===== src/rtl/xorwow_pkg.sv =====
// Shared types and constants for the xorwow stream reader.
// Optional zero-seed replacement is enabled by defining ZERO_SEED_GUARD_EN.
package xorwow_pkg;

  // Encoding is {p, l} as seen on the generator command pins.
  typedef enum logic [1:0] {
    CMD_GEN   = 2'b00,
    CMD_PAUSE = 2'b10,
    CMD_LOAD  = 2'b11
  } gen_cmd_t;

  typedef enum logic [1:0] {
    IDLE  = 2'd0,
    LOAD  = 2'd1,
    RUN   = 2'd2,
    DRAIN = 2'd3
  } reader_state_t;

  localparam int unsigned GEN_LATENCY = 2;

  localparam logic [31:0] SEED_DEF0 = 32'd123456789;
  localparam logic [31:0] SEED_DEF1 = 32'd362436069;
  localparam logic [31:0] SEED_DEF2 = 32'd521288629;
  localparam logic [31:0] SEED_DEF3 = 32'd88675123;
  localparam logic [31:0] SEED_DEF4 = 32'd5783321;

  localparam logic [31:0] COUNTER_INC = 32'd362437;

  function automatic logic cmd_p(gen_cmd_t c);
    return c[1];
  endfunction

  function automatic logic cmd_l(gen_cmd_t c);
    return c[0];
  endfunction

endpackage


===== src/rtl/xorwow_stream_reader_fifo.sv =====
// Show-ahead synchronous FIFO with flush; head word read straight from storage.
module xorwow_sync_fifo
  import xorwow_pkg::*;
#(
  parameter  int DEPTH = 8,
  localparam int AW    = $clog2(DEPTH)
) (
  input  logic          clk,
  input  logic          rst,
  input  logic          flush,
  input  logic          push,
  input  logic [31:0]   din,
  input  logic          pop,
  output logic [31:0]   dout,
  output logic          valid,
  output logic [AW:0]   level
);

  logic [31:0]   mem [DEPTH];
  logic [AW-1:0] rd_q;
  logic [AW-1:0] wr_q;
  logic [AW:0]   cnt_q;

  always_ff @(posedge clk or negedge rst) begin
    if (!rst) begin
      rd_q  <= '0;
      wr_q  <= '0;
      cnt_q <= '0;
    end else if (flush) begin
      rd_q  <= '0;
      wr_q  <= '0;
      cnt_q <= '0;
    end else begin
      if (push) wr_q <= wr_q + 1'b1;
      if (pop)  rd_q <= rd_q + 1'b1;
      case ({push, pop})
        2'b10:   cnt_q <= cnt_q + 1'b1;
        2'b01:   cnt_q <= cnt_q - 1'b1;
        default: cnt_q <= cnt_q;
      endcase
    end
  end

  always_ff @(posedge clk) begin
    if (push && !flush) mem[wr_q] <= din;
  end

  assign dout  = mem[rd_q];
  assign valid = (cnt_q != '0);
  assign level = cnt_q;

endmodule


===== src/rtl/xorwow_stream_reader.sv =====
// Drives an xorwow generator and buffers its words in a credit-controlled FIFO.
// Define ZERO_SEED_GUARD_EN to replace all-zero seeds and expose seed_fixed.
module xorwow_stream_reader
  import xorwow_pkg::*;
#(
  parameter  int DEPTH = 8,
  localparam int AW    = $clog2(DEPTH)
) (
  input  logic          clk,
  input  logic          rst,
  input  logic          run,
  input  logic          seed_valid,
  output logic          seed_ready,
  input  logic [31:0]   seed_x0,
  input  logic [31:0]   seed_x1,
  input  logic [31:0]   seed_x2,
  input  logic [31:0]   seed_x3,
  input  logic [31:0]   seed_x4,
  output logic          gen_rst,
  output logic          gen_p,
  output logic          gen_l,
  output logic [31:0]   gen_x0,
  output logic [31:0]   gen_x1,
  output logic [31:0]   gen_x2,
  output logic [31:0]   gen_x3,
  output logic [31:0]   gen_x4,
  input  logic [31:0]   gen_out,
  output logic [31:0]   m_data,
  output logic          m_valid,
  input  logic          m_ready,
`ifdef ZERO_SEED_GUARD_EN
  output logic          seed_fixed,
`endif
  output logic [AW:0]   level
);

  localparam int IW = $clog2(GEN_LATENCY + 1);

  reader_state_t          state_q, state_d;
  gen_cmd_t               cmd;
  logic [GEN_LATENCY-1:0] fpipe_q;
  logic [IW-1:0]          inflight;
  logic [4:0][31:0]       gx_q, shadow_q, seed_in, seed_sel;
  logic                   gen_rst_q, seed_acc, can_gen, drain_done;
  logic                   push, pop, flush;
  logic [AW+1:0]          credit_need;

  assign seed_in = {seed_x4, seed_x3, seed_x2, seed_x1, seed_x0};

`ifdef ZERO_SEED_GUARD_EN
  logic seed_zero, seed_fixed_q;
  assign seed_zero = (seed_in == '0);
  assign seed_sel  = seed_zero ? {SEED_DEF4, SEED_DEF3, SEED_DEF2, SEED_DEF1, SEED_DEF0}
                               : seed_in;
  assign seed_fixed = seed_fixed_q;

  always_ff @(posedge clk or negedge rst) begin
    if (!rst)                       seed_fixed_q <= 1'b0;
    else if (seed_acc && seed_zero) seed_fixed_q <= 1'b1;
  end
`else
  assign seed_sel = seed_in;
`endif

  always_comb begin
    inflight = '0;
    for (int unsigned i = 0; i < GEN_LATENCY; i++)
      inflight = inflight + IW'(fpipe_q[i]);
  end

  // A pop this cycle is not credited; the freed slot counts once level updates.
  assign credit_need = (AW+2)'(level) + (AW+2)'(inflight) + (AW+2)'(1);
  assign can_gen     = run && (credit_need <= (AW+2)'(DEPTH));

  assign seed_ready = gen_rst_q && (state_q == IDLE || state_q == RUN);
  assign seed_acc   = seed_valid && seed_ready;
  assign drain_done = (state_q == DRAIN) && (inflight == '0);

  always_comb begin
    state_d = state_q;
    cmd     = CMD_PAUSE;
    case (state_q)
      IDLE:  if (seed_acc) state_d = LOAD;
      LOAD: begin
        cmd     = CMD_LOAD;
        state_d = RUN;
      end
      RUN: begin
        if (seed_acc)     state_d = DRAIN;
        else if (can_gen) cmd     = CMD_GEN;
      end
      DRAIN: if (drain_done) state_d = LOAD;
      default: state_d = IDLE;
    endcase
  end

  always_ff @(posedge clk or negedge rst) begin
    if (!rst) begin
      state_q   <= IDLE;
      fpipe_q   <= '0;
      gen_rst_q <= 1'b0;
      gx_q      <= '0;
      shadow_q  <= '0;
    end else begin
      state_q   <= state_d;
      fpipe_q   <= {fpipe_q[GEN_LATENCY-2:0], (cmd == CMD_GEN)};
      gen_rst_q <= 1'b1;
      if (state_q == IDLE && seed_acc) gx_q <= seed_sel;
      else if (drain_done)             gx_q <= shadow_q;
      if (state_q == RUN && seed_acc) shadow_q <= seed_sel;
    end
  end

  assign push  = fpipe_q[GEN_LATENCY-1];
  assign pop   = m_valid && m_ready;
  assign flush = (state_q == LOAD);

  xorwow_sync_fifo #(.DEPTH(DEPTH)) u_fifo (
    .clk   (clk),
    .rst   (rst),
    .flush (flush),
    .push  (push),
    .din   (gen_out),
    .pop   (pop),
    .dout  (m_data),
    .valid (m_valid),
    .level (level)
  );

  assign gen_rst = gen_rst_q;
  assign gen_p   = cmd_p(cmd);
  assign gen_l   = cmd_l(cmd);
  assign gen_x0  = gx_q[0];
  assign gen_x1  = gx_q[1];
  assign gen_x2  = gx_q[2];
  assign gen_x3  = gx_q[3];
  assign gen_x4  = gx_q[4];

endmodule

===== config.mk =====
export PLATFORM = sky130hd
export DESIGN_NAME = xorwow_stream_reader
export DESIGN_NICKNAME = d
export VERILOG_FILES = /design/src/rtl/xorwow_pkg.sv /design/src/rtl/xorwow_stream_reader_fifo.sv /design/src/rtl/xorwow_stream_reader.sv
export SDC_FILE = /design/constraint.sdc
export NUM_CORES = 1
export LEC_CHECK = 0
export CAP_MARGIN = 15
export CELL_PAD_IN_SITES_DETAIL_PLACEMENT = 0
export CELL_PAD_IN_SITES_GLOBAL_PLACEMENT = 1
export CORE_UTILIZATION = 48
export CTS_CLUSTER_DIAMETER = 80
export CTS_CLUSTER_SIZE = 30
export DETAILED_ROUTE_END_ITERATION = 10
export GPL_TIMING_DRIVEN = 0
export PLACE_DENSITY_LB_ADDON = 0.05
export SYNTH_ARGS = -nofsm -noshare
export SYNTH_HDL_FRONTEND = slang
export SYNTH_SLANG_ARGS = --single-unit

===== constraint.sdc =====
create_clock -name clk -period 9.2 [get_ports clk]
set_input_delay 1.84 -clock clk [delete_from_list [all_inputs] [get_ports clk]]
set_output_delay 1.84 -clock clk [all_outputs]
set_load 0.03 [all_outputs]

==> impl_metrics.json <==
{
  "final_cell_area_um2": 29950,
  "die_w_um": 224.2,
  "grt_pass1_wl_um": 87880,
  "synth_cells": 1508,
  "drt-initial-drc-count": 739,
  "tightestPinTransition_ps": 888.3,
  "clock_sinks": 591,
  "areaGrowthSynthToFinish_pct": 26.38,
  "vias": 14070,
  "dp.cells": 2585,
  "cpMostUsedCell": "clkdlybuf4s50_1",
  "switching_share_pct": 36.78,
  "clock.fmax_mhz": 187.6,
  "cts_buffers": 31,
  "ioPinCount": 398,
  "synth_nets": 1719,
  "ys_seq_area_share_pct": 67.82,
  "drc": 0,
  "ys_seq_elements": 591,
  "crit_chain": "clkdlybuf4s50_1, nand2_1, o2111ai_1, a211o_1, clkdlybuf4s50_1",
  "synth_top_area_share_pct": 35.38,
  "required_ps": 7360,
  "cts_tree": "built",
  "grt_pass1_vias": 14620,
  "hold_depth": 0,
  "hold_path.class": "flip-flop to flip-flop",
  "grt_max_degree": 119,
  "clockBufferDepth": 3,
  "netlist_area_um2": 23700,
  "slew_headroom_pct": 40.78,
  "cts.repair.resized": 0,
  "synthAdderAreaFrac_pct": 0.7709,
  "synth_area_leaders": "dfrtp_1 35%, edfxtp_1 32%, mux2_2 9.1%, mux2i_1 7.0%, mux4_2 6.1%",
  "dr.pass1.iters": 5,
  "clk_latency_ps": 620,
  "synth_xor_area_share_pct": 0.2534,
  "async_flop_share_pct": 56.68,
  "fin_crit_ps": 5331,
  "synthMuxAreaShare_pct": 22.18,
  "synth_edf_count": 256,
  "p_sw_mw": 3.626,
  "final_layout_size_suffix_gt1_share_pct": 18.90,
  "crit_path_start_kind": "input pin",
  "drv_cap": 0,
  "drtAntennaViolNets": 0,
  "placed_area_um2": 28830,
  "viasPerCell": 5.308,
  "setup_viol": 0,
  "leakage_nw": 12.05,
  "r2r-start": "fpipe_q[1]",
  "gp_congestion": 0.7659,
  "grt_overflow": 0,
  "end_kind": "output port",
  "pwr-share-clk_pct": 16.7,
  "hold_slack_ps": 448.5,
  "total_power_mw": 9.858,
  "hold_path_end": "fpipe_q[1]",
  "io_buffers": 397,
  "status": "complete, no violations",
  "core_um2": 48850,
  "cts_hold_buf": 0,
  "p_comb_share_pct": 43.1,
  "die_h_um": 224.2,
  "power_density_nw_per_um2": 329.2,
  "critical-path-max-stage-delay_ps": 640,
  "synth_compound_area_share_pct": 3.870,
  "clk_pin_slew_ps": 110,
  "wl_um": 58570,
  "ys.flop_type": "dfrtp_1",
  "clockRootBuffer": "clkbuf_16",
  "reg2reg_to": "gen_x1[4]",
  "htree_levels": 1,
  "finClkSkew_ps": 26.84,
  "grt_setup_unrepaired": "false",
  "initial_core_util_pct": 48.51,
  "post-cts-setup-buffers": 0,
  "layoutNonFillerInstCount": 2650,
  "fin_crit_sh_pct": 57.94,
  "antenna_found_initial": 14,
  "die_area_um2": 50260,
  "track_usage_pct": 23.17,
  "r2r_setup_slack_ps": 6420,
  "fillers": 3803,
  "row_count": 81,
  "worstSetupPathType": "input pin to output port",
  "intPower_mw": 6.232,
  "crit_slowest_cell": "clkdlybuf4s50_1",
  "reg2reg_depth": 8,
  "min-delay-start": "fpipe_q[0]",
  "finalHoldViolations": 0,
  "crit_arrival_ps": 3490,
  "vdd_ir_drop_max_v": 0.0001956,
  "nets": 2165,
  "yosys.area_share.simple_pct": 3.311,
  "setup_total_negative_slack_ps": 0,
  "postSynthAreaPerCell_um2": 15.71,
  "synth.distinct_cells": 36,
  "slew_viol_final": 0,
  "dp_hpwl_um": 40180,
  "synth_top_area_cell": "dfrtp_1",
  "p_seq_share_pct": 40.2,
  "wl_per_cell_um": 22.10,
  "yosysWarningCount": 0,
  "synth_top_family_by_area": "multiplexers",
  "crit_path_max_fanout": 3
}
-- through the flow --
| step | setup WS, ps | utilization, % |
|---|---|---|
| 3_5_place_dp | 3880 | 59.03 |
| 6_report | 3869 | 61.31 |
| 5_1_grt | 3810 | 61.30 |
| 4_1_cts | 3871 | 61.27 |
| 3_3_place_gp | -8451 | 58.34 |
| 2_1_floorplan | 4902 | - |
-- cells by family after synthesis --
| family | after synthesis |
|---|---|
| simple gates | 200 |
| flops | 591 |
| buf+inv | 99 |
| compound gates | 176 |
| mux | 421 |
| xor+xnor | 6 |
| other cells | 1 |
| fa+ha+maj | 14 |
-- cell usage in the layout, fill, tap and decap left out, drive strengths merged, types with 2 or more instances in the layout --
cell / synthesis / final
buf: 47 / 64
xnor2: 4 / 4
nand2b: 2 / 2
a21oi: 3 / 3
mux4: 64 / 64
mux2i: 165 / 165
clkdlybuf4s50: 0 / 396
edfxtp: 256 / 256
nand3: 2 / 2
diode: 0 / 7
o41ai: 2 / 2
inv: 9 / 17
mux2: 192 / 192
ha: 13 / 13
bufinv: 0 / 2
clkinv: 0 / 11
nand2: 170 / 170
nor2: 16 / 16
nor3: 4 / 4
a211oi: 3 / 3
clkbuf: 43 / 80
o21ai: 162 / 162
xor2: 2 / 2
dfrtp: 335 / 335
-- cell usage after synthesis, types with 2 or more instances --
master      n
mux4_2     64
xnor2_1     3
nand3_1     2
mux2_2    192
edfxtp_1  256
nor2_1     16
buf_1       6
o21ai_0   162
o41ai_1     2
dfrtp_1   335
clkbuf_1   43
nand2b_1    2
a21oi_1     3
nor3_1      4
buf_2      41
ha_1       13
xor2_1      2
a211oi_1    3
inv_1       9
mux2i_1   165
nand2_1   170
-- power groups by stage --
| stage | clock network [mW] | registers, mW | logic, mW |
|---|---|---|---|
| after floorplan | 0 | 4.60 | 1.99 |
| after global placement | 0 | 3.99 | 4.19 |
| after detailed placement | 0 | 4.01 | 4.29 |
| after CTS | 1.70 | 3.96 | 4.31 |
| after global routing | 1.78 | 4.05 | 4.53 |
| final | 1.65 | 3.96 | 4.25 |
-- routing by layer --
metal,part of all wire (%),vias to the layer above,track usage [%]
met5,0.16,-,1.369
met4,2.0,14,5.947
met3,7.3,76,6.847
met2,48,340,37.51
met1,42,7208,30.54
li1,-,6427,-
-- area by class of cell --
class	count	area (µm²)	area share, %
Antenna cell	7	17.52	0.05849
Buffer	90	389.1	1.299
Clock buffer	37	819.5	2.737
Clock inverter	21	276.5	0.9233
Inverter	9	33.78	0.1128
Multi-Input combinational cell	818	7258	24.24
Sequential cell	591	16070	53.66
Tap cell	664	830.8	2.774
Timing Repair Buffer	413	4252	14.20
-- how the worst max path moves through the flow --
stage               start            end  slack [ps]  depth (start not counted)
2_1_floorplan  seed_valid          gen_p        4900                          3
3_3_place_gp          rst  shadow_q[119]       -8450                          1
3_5_place_dp   seed_valid          gen_p        3880                          5
4_1_cts        seed_valid          gen_p        3870                          5
5_1_grt        seed_valid          gen_p        3810                          5
6_report       seed_valid          gen_p        3870                          5
-- flip-flops by register name, indices dropped and copies added, names as in the netlist, 3 cells and up --
name / flops
u_fifo.level: 4
gen_x2: 32
gen_x4: 32
gen_x1: 32
u_fifo.mem: 256
u_fifo.wr_q: 3
gen_x3: 32
gen_x0: 32
u_fifo.rd_q: 3
shadow_q: 160
-- worst max-delay path, delay by kind of cell --
| family | cells | cell delay (ps) |
|---|---|---|
| compound gates | 2 | 470 |
| simple gates | 1 | 110 |
| buf+inv | 2 | 1070 |
Note: power is estimated with default switching activity, not from simulation.
